**src/rtl/mat_data_store_pkg.sv**
```systemverilog
// mat_data_store_pkg -- shared matrix-unit types: data-memory ops and store-buffer FSM states.
// Rev 1.0
`default_nettype none

package mat_data_store_pkg;

  localparam int unsigned FLOAT_BITS = 32;

  typedef enum logic [1:0] {
    MAT_RD_NONE,
    MAT_RD_ROW,
    MAT_RD_COL
  } MatDataReadOp_t;

  typedef enum logic [1:0] {
    MAT_WR_NONE,
    MAT_WR_ROW,
    MAT_WR_COL
  } MatDataWriteOp_t;

  typedef enum logic [1:0] {
    RUN,
    FLUSH,
    DONE
  } MatStoreState_t;

endpackage

`default_nettype wire

```
**src/rtl/mat_data_store_fifo.sv**
```systemverilog
// mat_data_store_fifo -- FIFO storage and pointer logic for buffered vector stores.
// Rev 1.0
`default_nettype none

module mat_data_store_fifo
  import mat_data_store_pkg::*;
#(
  parameter int WIDTH  = 16,
  parameter int ADDR_W = 32,
  parameter int DEPTH  = 4,
  parameter int CNT_W  = $clog2(DEPTH + 1)
) (
  input  logic                                clock,
  input  logic                                reset,
  input  logic                                push_i,
  input  logic [ADDR_W-1:0]                   push_addr_i,
  input  logic [WIDTH-1:0][FLOAT_BITS-1:0]    push_data_i,
  input  logic                                pop_i,
  output logic [ADDR_W-1:0]                   head_addr_o,
  output logic [WIDTH-1:0][FLOAT_BITS-1:0]    head_data_o,
  output logic [CNT_W-1:0]                    count_o,
  output logic [CNT_W-1:0]                    count_next_o
);

  localparam int PTR_W = $clog2(DEPTH);

  logic [ADDR_W-1:0]                addr_mem_q [DEPTH];
  logic [WIDTH-1:0][FLOAT_BITS-1:0] data_mem_q [DEPTH];
  logic [PTR_W-1:0]                 rd_ptr_q;
  logic [PTR_W-1:0]                 wr_ptr_q;
  logic [CNT_W-1:0]                 count_q;
  logic [CNT_W-1:0]                 count_d;

  always_comb begin
    count_d = count_q;
    case ({push_i, pop_i})
      2'b10:   count_d = count_q + CNT_W'(1);
      2'b01:   count_d = count_q - CNT_W'(1);
      default: count_d = count_q;
    endcase
  end

  // Pointers are PTR_W bits wide and DEPTH is a power of two, so wrap is implicit.
  always_ff @(posedge clock) begin
    if (reset) begin
      rd_ptr_q <= '0;
      wr_ptr_q <= '0;
      count_q  <= '0;
    end else begin
      if (push_i) wr_ptr_q <= wr_ptr_q + PTR_W'(1);
      if (pop_i)  rd_ptr_q <= rd_ptr_q + PTR_W'(1);
      count_q <= count_d;
    end
  end

  always_ff @(posedge clock) begin
    if (push_i) begin
      addr_mem_q[wr_ptr_q] <= push_addr_i;
      data_mem_q[wr_ptr_q] <= push_data_i;
    end
  end

  assign head_addr_o  = addr_mem_q[rd_ptr_q];
  assign head_data_o  = data_mem_q[rd_ptr_q];
  assign count_o      = count_q;
  assign count_next_o = count_d;

endmodule

`default_nettype wire

```
**src/rtl/mat_data_store.sv**
```systemverilog
// mat_data_store -- buffers vector store requests and drains them in order to data memory, with flush.
// Rev 1.0
`default_nettype none

module mat_data_store
  import mat_data_store_pkg::*;
#(
  parameter int WIDTH              = 16,
  parameter int DATA_MEM_ADDR_SIZE = 32,
  parameter int FIFO_DEPTH         = 4
) (
  input  logic                                   clock,
  input  logic                                   reset,
  input  logic                                   req_valid,
  output logic                                   req_ready,
  input  logic [DATA_MEM_ADDR_SIZE-1:0]          req_addr,
  input  logic [WIDTH-1:0][FLOAT_BITS-1:0]       req_data,
  input  logic                                   flush,
  output logic                                   flush_done,
  output logic                                   idle,
  output logic [$clog2(FIFO_DEPTH+1)-1:0]        count,
  output logic                                   mem_write_en,
  output logic [DATA_MEM_ADDR_SIZE-1:0]          mem_write_addr,
  output logic [WIDTH-1:0][FLOAT_BITS-1:0]       mem_write_data,
  input  logic                                   mem_write_ready
);

  localparam int CNT_W = $clog2(FIFO_DEPTH + 1);

  MatStoreState_t   state_q;
  logic             flush_done_q;
  logic [CNT_W-1:0] count_w;
  logic [CNT_W-1:0] count_next_w;
  logic             push_w;
  logic             pop_w;

  assign push_w = req_valid && req_ready;
  assign pop_w  = mem_write_en && mem_write_ready;

  mat_data_store_fifo #(
    .WIDTH  (WIDTH),
    .ADDR_W (DATA_MEM_ADDR_SIZE),
    .DEPTH  (FIFO_DEPTH),
    .CNT_W  (CNT_W)
  ) u_fifo (
    .clock        (clock),
    .reset        (reset),
    .push_i       (push_w),
    .push_addr_i  (req_addr),
    .push_data_i  (req_data),
    .pop_i        (pop_w),
    .head_addr_o  (mem_write_addr),
    .head_data_o  (mem_write_data),
    .count_o      (count_w),
    .count_next_o (count_next_w)
  );

  // FLUSH looks at next-cycle occupancy so flush_done lands one cycle after the final write.
  always_ff @(posedge clock) begin
    if (reset) begin
      state_q      <= RUN;
      flush_done_q <= 1'b0;
    end else begin
      flush_done_q <= 1'b0;
      case (state_q)
        RUN: begin
          if (flush) state_q <= FLUSH;
        end
        FLUSH: begin
          if (count_next_w == '0) begin
            state_q      <= DONE;
            flush_done_q <= 1'b1;
          end
        end
        DONE: begin
          state_q <= RUN;
        end
        default: begin
          state_q <= RUN;
        end
      endcase
    end
  end

  assign req_ready    = (count_w < CNT_W'(FIFO_DEPTH)) && (state_q == RUN);
  assign mem_write_en = (count_w != '0);
  assign flush_done   = flush_done_q;
  assign idle         = (count_w == '0) && (state_q == RUN);
  assign count        = count_w;

endmodule

`default_nettype wire
```
**config.mk**
```make
export PLATFORM = sky130hd
export DESIGN_NAME = mat_data_store
export DESIGN_NICKNAME = d
export VERILOG_FILES = /design/src/rtl/mat_data_store_pkg.sv /design/src/rtl/mat_data_store_fifo.sv /design/src/rtl/mat_data_store.sv
export SDC_FILE = /design/constraint.sdc
export NUM_CORES = 1
export LEC_CHECK = 0
export CORE_AREA = 2 2 434 436
export DETAILED_ROUTE_END_ITERATION = 8
export DIE_AREA = 0 0 436 438
export PLACE_DENSITY = 0.62
export SLEW_MARGIN = 40
export SYNTH_ARGS = -nofsm -noshare
export SYNTH_HDL_FRONTEND = slang
export SYNTH_SLANG_ARGS = --single-unit
```
**constraint.sdc**
```tcl
create_clock -name clock -period 25.7 [get_ports clock]
set_input_delay 7.71 -clock clock [delete_from_list [all_inputs] [get_ports clock]]
set_output_delay 7.71 -clock clock [all_outputs]
set_load 0.1 [all_outputs]
```
==> impl_metrics.csv <==
group,metric,value,unit
outcome,status,"complete, no violations",
die,fp.dieH,438,um
routing,vias,35960,
synthesis,synth-compound-area-share,0.08721,%
critical_path,crit_path_max_fanout,58,
routing,finalWirelength,188400,um
critical_path,cp.depth,6,
cts,ctsHoldBuffers,0,
cts,clock-sinks,2188,
cts,post_cts_buffers,0,
routing,drt_first_pass_iters,5,
synthesis,synthAdderAreaFrac,0.1047,%
cts,cts-root-buf,"clkbuf_16",
global_routing,grt_pass1_vias,37170,
routing,detail_route.wl_per_cell,27.47,um
critical_path,cp.required,17.99,ns
die,die_area,191000,sq um
cts,clk_pin_slew,0.06,ns
sta,fin_crit,12.55,ns
cts,max-clock-path-buffers,3,
synthesis,yosysWarnings,0,
sta,clock_skew,0.08657,ns
sta,fin_hold_ws,0.4747,ns
final_layout,nNetsFinal,4714,
final_layout,drive_above_1_share,33.74,%
global_routing,grt_first_pass_wirelength,266700,um
die,start_util,42.28,%
critical_path,cp-end-kind,"output pin",
critical_path,cpMostUsedCell,"buf_6",
synthesis,syn_nets,3461,
synthesis,synth-seq-cells,2188,
critical_path,cp_num_buf_inv,5,
global_routing,track_usage,19.32,%
placed_design,gp_congestion,0.8356,
sta,max_slew_margin,40.89,%
critical_path,rr_worst_depth,6,
sta,finalCritPeriodShare,48.82,%
synthesis,synth_top_family_by_area,"multiplexers",
synthesis,synth-simple-area-share,0.1681,%
hold_path,hold_path_class,"reg2reg",
synthesis,netlist_instances,2906,
synthesis,synth.avg_cell_area,27.15,sq um
critical_path,slowest_stage,"dfxtp_4",
placed_design,io_buffers,1099,
synthesis,synth_mux_area_share,15.54,%
sta,max_freq,79.70,MHz
sta,rsz0062_at_grt,"no",
final_layout,fin_util,52.26,%
critical_path,critical_path.top_delay_family,"buffers and inverters",
final_layout,syn_to_final_growth,23.59,%
critical_path,critical-path-max-stage-delay,0.68,ns
routing,drt_iter0_markers,2610,
sta,slew_violations,0,
cts,cts_tree,"built",
global_routing,globalRouteOverflowTotal,0,
placed_design,dp_hpwl,123300,um
sta,setup_tns,0,ns
cts,htreeDepth,4,
global_routing,grt_max_degree,136,
synthesis,ys_seq_area_share,83.12,%
critical_path,cp_cell_sequence,"buf_6 > buf_12 > buf_16 > buf_6 > mux4_2 > buf_2",
critical_path,cp.arrival,4.84,ns
routing,drtAntennaViolNets,0,
hold_path,hold_depth,2,
flow_run,maxCapViolations,0,
die,chipWidth,436,um
routing,routed_via_density,5.243,
sta,setup_viol,0,
die,fp.coreArea,186600,sq um
global_routing,grt_antenna_before_repair,79,
sta,hold_viol,0,
critical_path,path_class,"reg2out",
synthesis,synth-xor-area-share,0.05550,%
critical_path,crit_path_start_kind,"register",
cts,cts_resized,0,
die,num_rows,159,
cts,cts_buffers,216,
synthesis,syn-cell-area,78910,sq um
synthesis,synth_cell_type_count,30,
cts,clkLatencyLatePin,0.89,ns
die,io_pins,1100,
routing,route.detailed.drc,0,
sta,tightest_slew,0.8866,ns
[flip-flops by register name, summed over array words and instances, names as in the netlist, named ones only]
signal	flops
flush_done	1
u_fifo.data_mem_q	2048
u_fifo.rd_ptr_q	2
u_fifo.wr_ptr_q	2
u_fifo.addr_mem_q	128
u_fifo.count_o	3
state_q	2
[synthesized netlist by cell type]
cell | count | area, sq um
a21oi_1 | 2 | 10.01
nor2_1 | 7 | 26.28
buf_2 | 58 | 290.3
o311ai_0 | 1 | 8.760
inv_1 | 6 | 22.52
xnor2_1 | 2 | 17.52
and2_1 | 4 | 25.02
mux2i_1 | 1 | 10.01
nand3b_1 | 1 | 7.510
buf_4 | 7 | 52.55
dfxtp_1 | 12 | 240.2
or3_1 | 2 | 12.51
a21boi_0 | 1 | 7.510
o31a_1 | 2 | 17.52
edfxtp_1 | 2176 | 65340
nor3_1 | 2 | 10.01
nor2b_1 | 1 | 6.260
o21ai_0 | 2 | 10.01
ha_1 | 5 | 62.56
or3b_2 | 1 | 8.760
and3_1 | 2 | 12.51
fa_1 | 1 | 20.02
clkbuf_1 | 14 | 52.55
a22oi_1 | 1 | 7.510
buf_6 | 19 | 214.0
buf_1 | 27 | 101.4
a211oi_1 | 1 | 7.510
nor4b_4 | 1 | 23.77
xor2_1 | 3 | 26.28
mux4_2 | 544 | 12250
[path summary, 6_finish.rpt]
path              slack, ns                                 end                            start
hold / removal         0.47                            register  u_fifo.rd_ptr_q[1]$_SDFFE_PP0P_
setup / recovery      13.15                  mem_write_data[86]                         register
setup reg to reg      21.12  u_fifo.addr_mem_q[0][23]$_DFFE_PP_     u_fifo.count_o[2]$_SDFF_PP0_
hold reg to reg        0.47                            register  u_fifo.rd_ptr_q[1]$_SDFFE_PP0P_
[worst min-delay path, stage by stage (launching register included)]
cell,delay (ns)
dfxtp_1,0.33
xor2_1,0.07
nor2_1,0.10
[placed cells by master, fill, tap and decap left out, drive strengths merged]
cell           Yosys  final
edfxtp          2176   2176
buf              111    612
clkdlybuf4s50      0    548
mux4             544    544
clkbuf            14    277
clkinv             0     99
diode              0     28
bufinv             0     12
dfxtp             12     12
inv                6     10
nor2               7      7
ha                 5      5
and2               4      4
xor2               3      3
clkinvlp           0      3
o31a               2      2
or3                2      2
nor3               2      2
o21ai              2      2
a21oi              2      2
xnor2              2      2
and3               2      2
nor4b              1      1
nand3b             1      1
or3b               1      1
a22oi              1      1
a21boi             1      1
nor2b              1      1
a211oi             1      1
o311ai             1      1
mux2i              1      1
fa                 1      1
[routing by layer]
layer | track usage [%] | vias to the layer above | part of all wire [%]
met5 | 0.07444 | - | 0.23
met4 | 7.663 | 68 | 3.4
met3 | 7.186 | 357 | 8.4
met2 | 31.72 | 1202 | 51
met1 | 23.20 | 19055 | 37
li1 | - | 15278 | -
[cells by family after synthesis]
family | Yosys count
buffers and inverters | 131
xor gates and xnor gates | 5
adders and majority gates | 6
AOI/OAI and AO/OA | 10
and+or+nand+nor | 21
muxes | 545
DFF | 2188
[metrics by stage]
stage               area [sq um]  setup slack [ns]  instances
floorplan                  78910             4.382       2906
global placement           92790             12.37       6418
detailed placement         90450             13.39       6432
CTS                        97350             12.90       6827
global route               97510             12.69       6854
finish                     97520             13.15       6859
[cell type report]
type                    instances  area, sq um
repair buffers               1160         9220
multi-input cells             587        12600
fillers                     14532        89090
flip-flops and latches       2188        65590
clock inverters               118         1210
clock buffers                 277         5684
diodes                         28        70.07
well taps                    2495         3122
inverters                       6        22.52
Power is left out: the tool's default activity adds up to more than one toggle a clock period on the data nets, which glitch-free logic cannot reach.
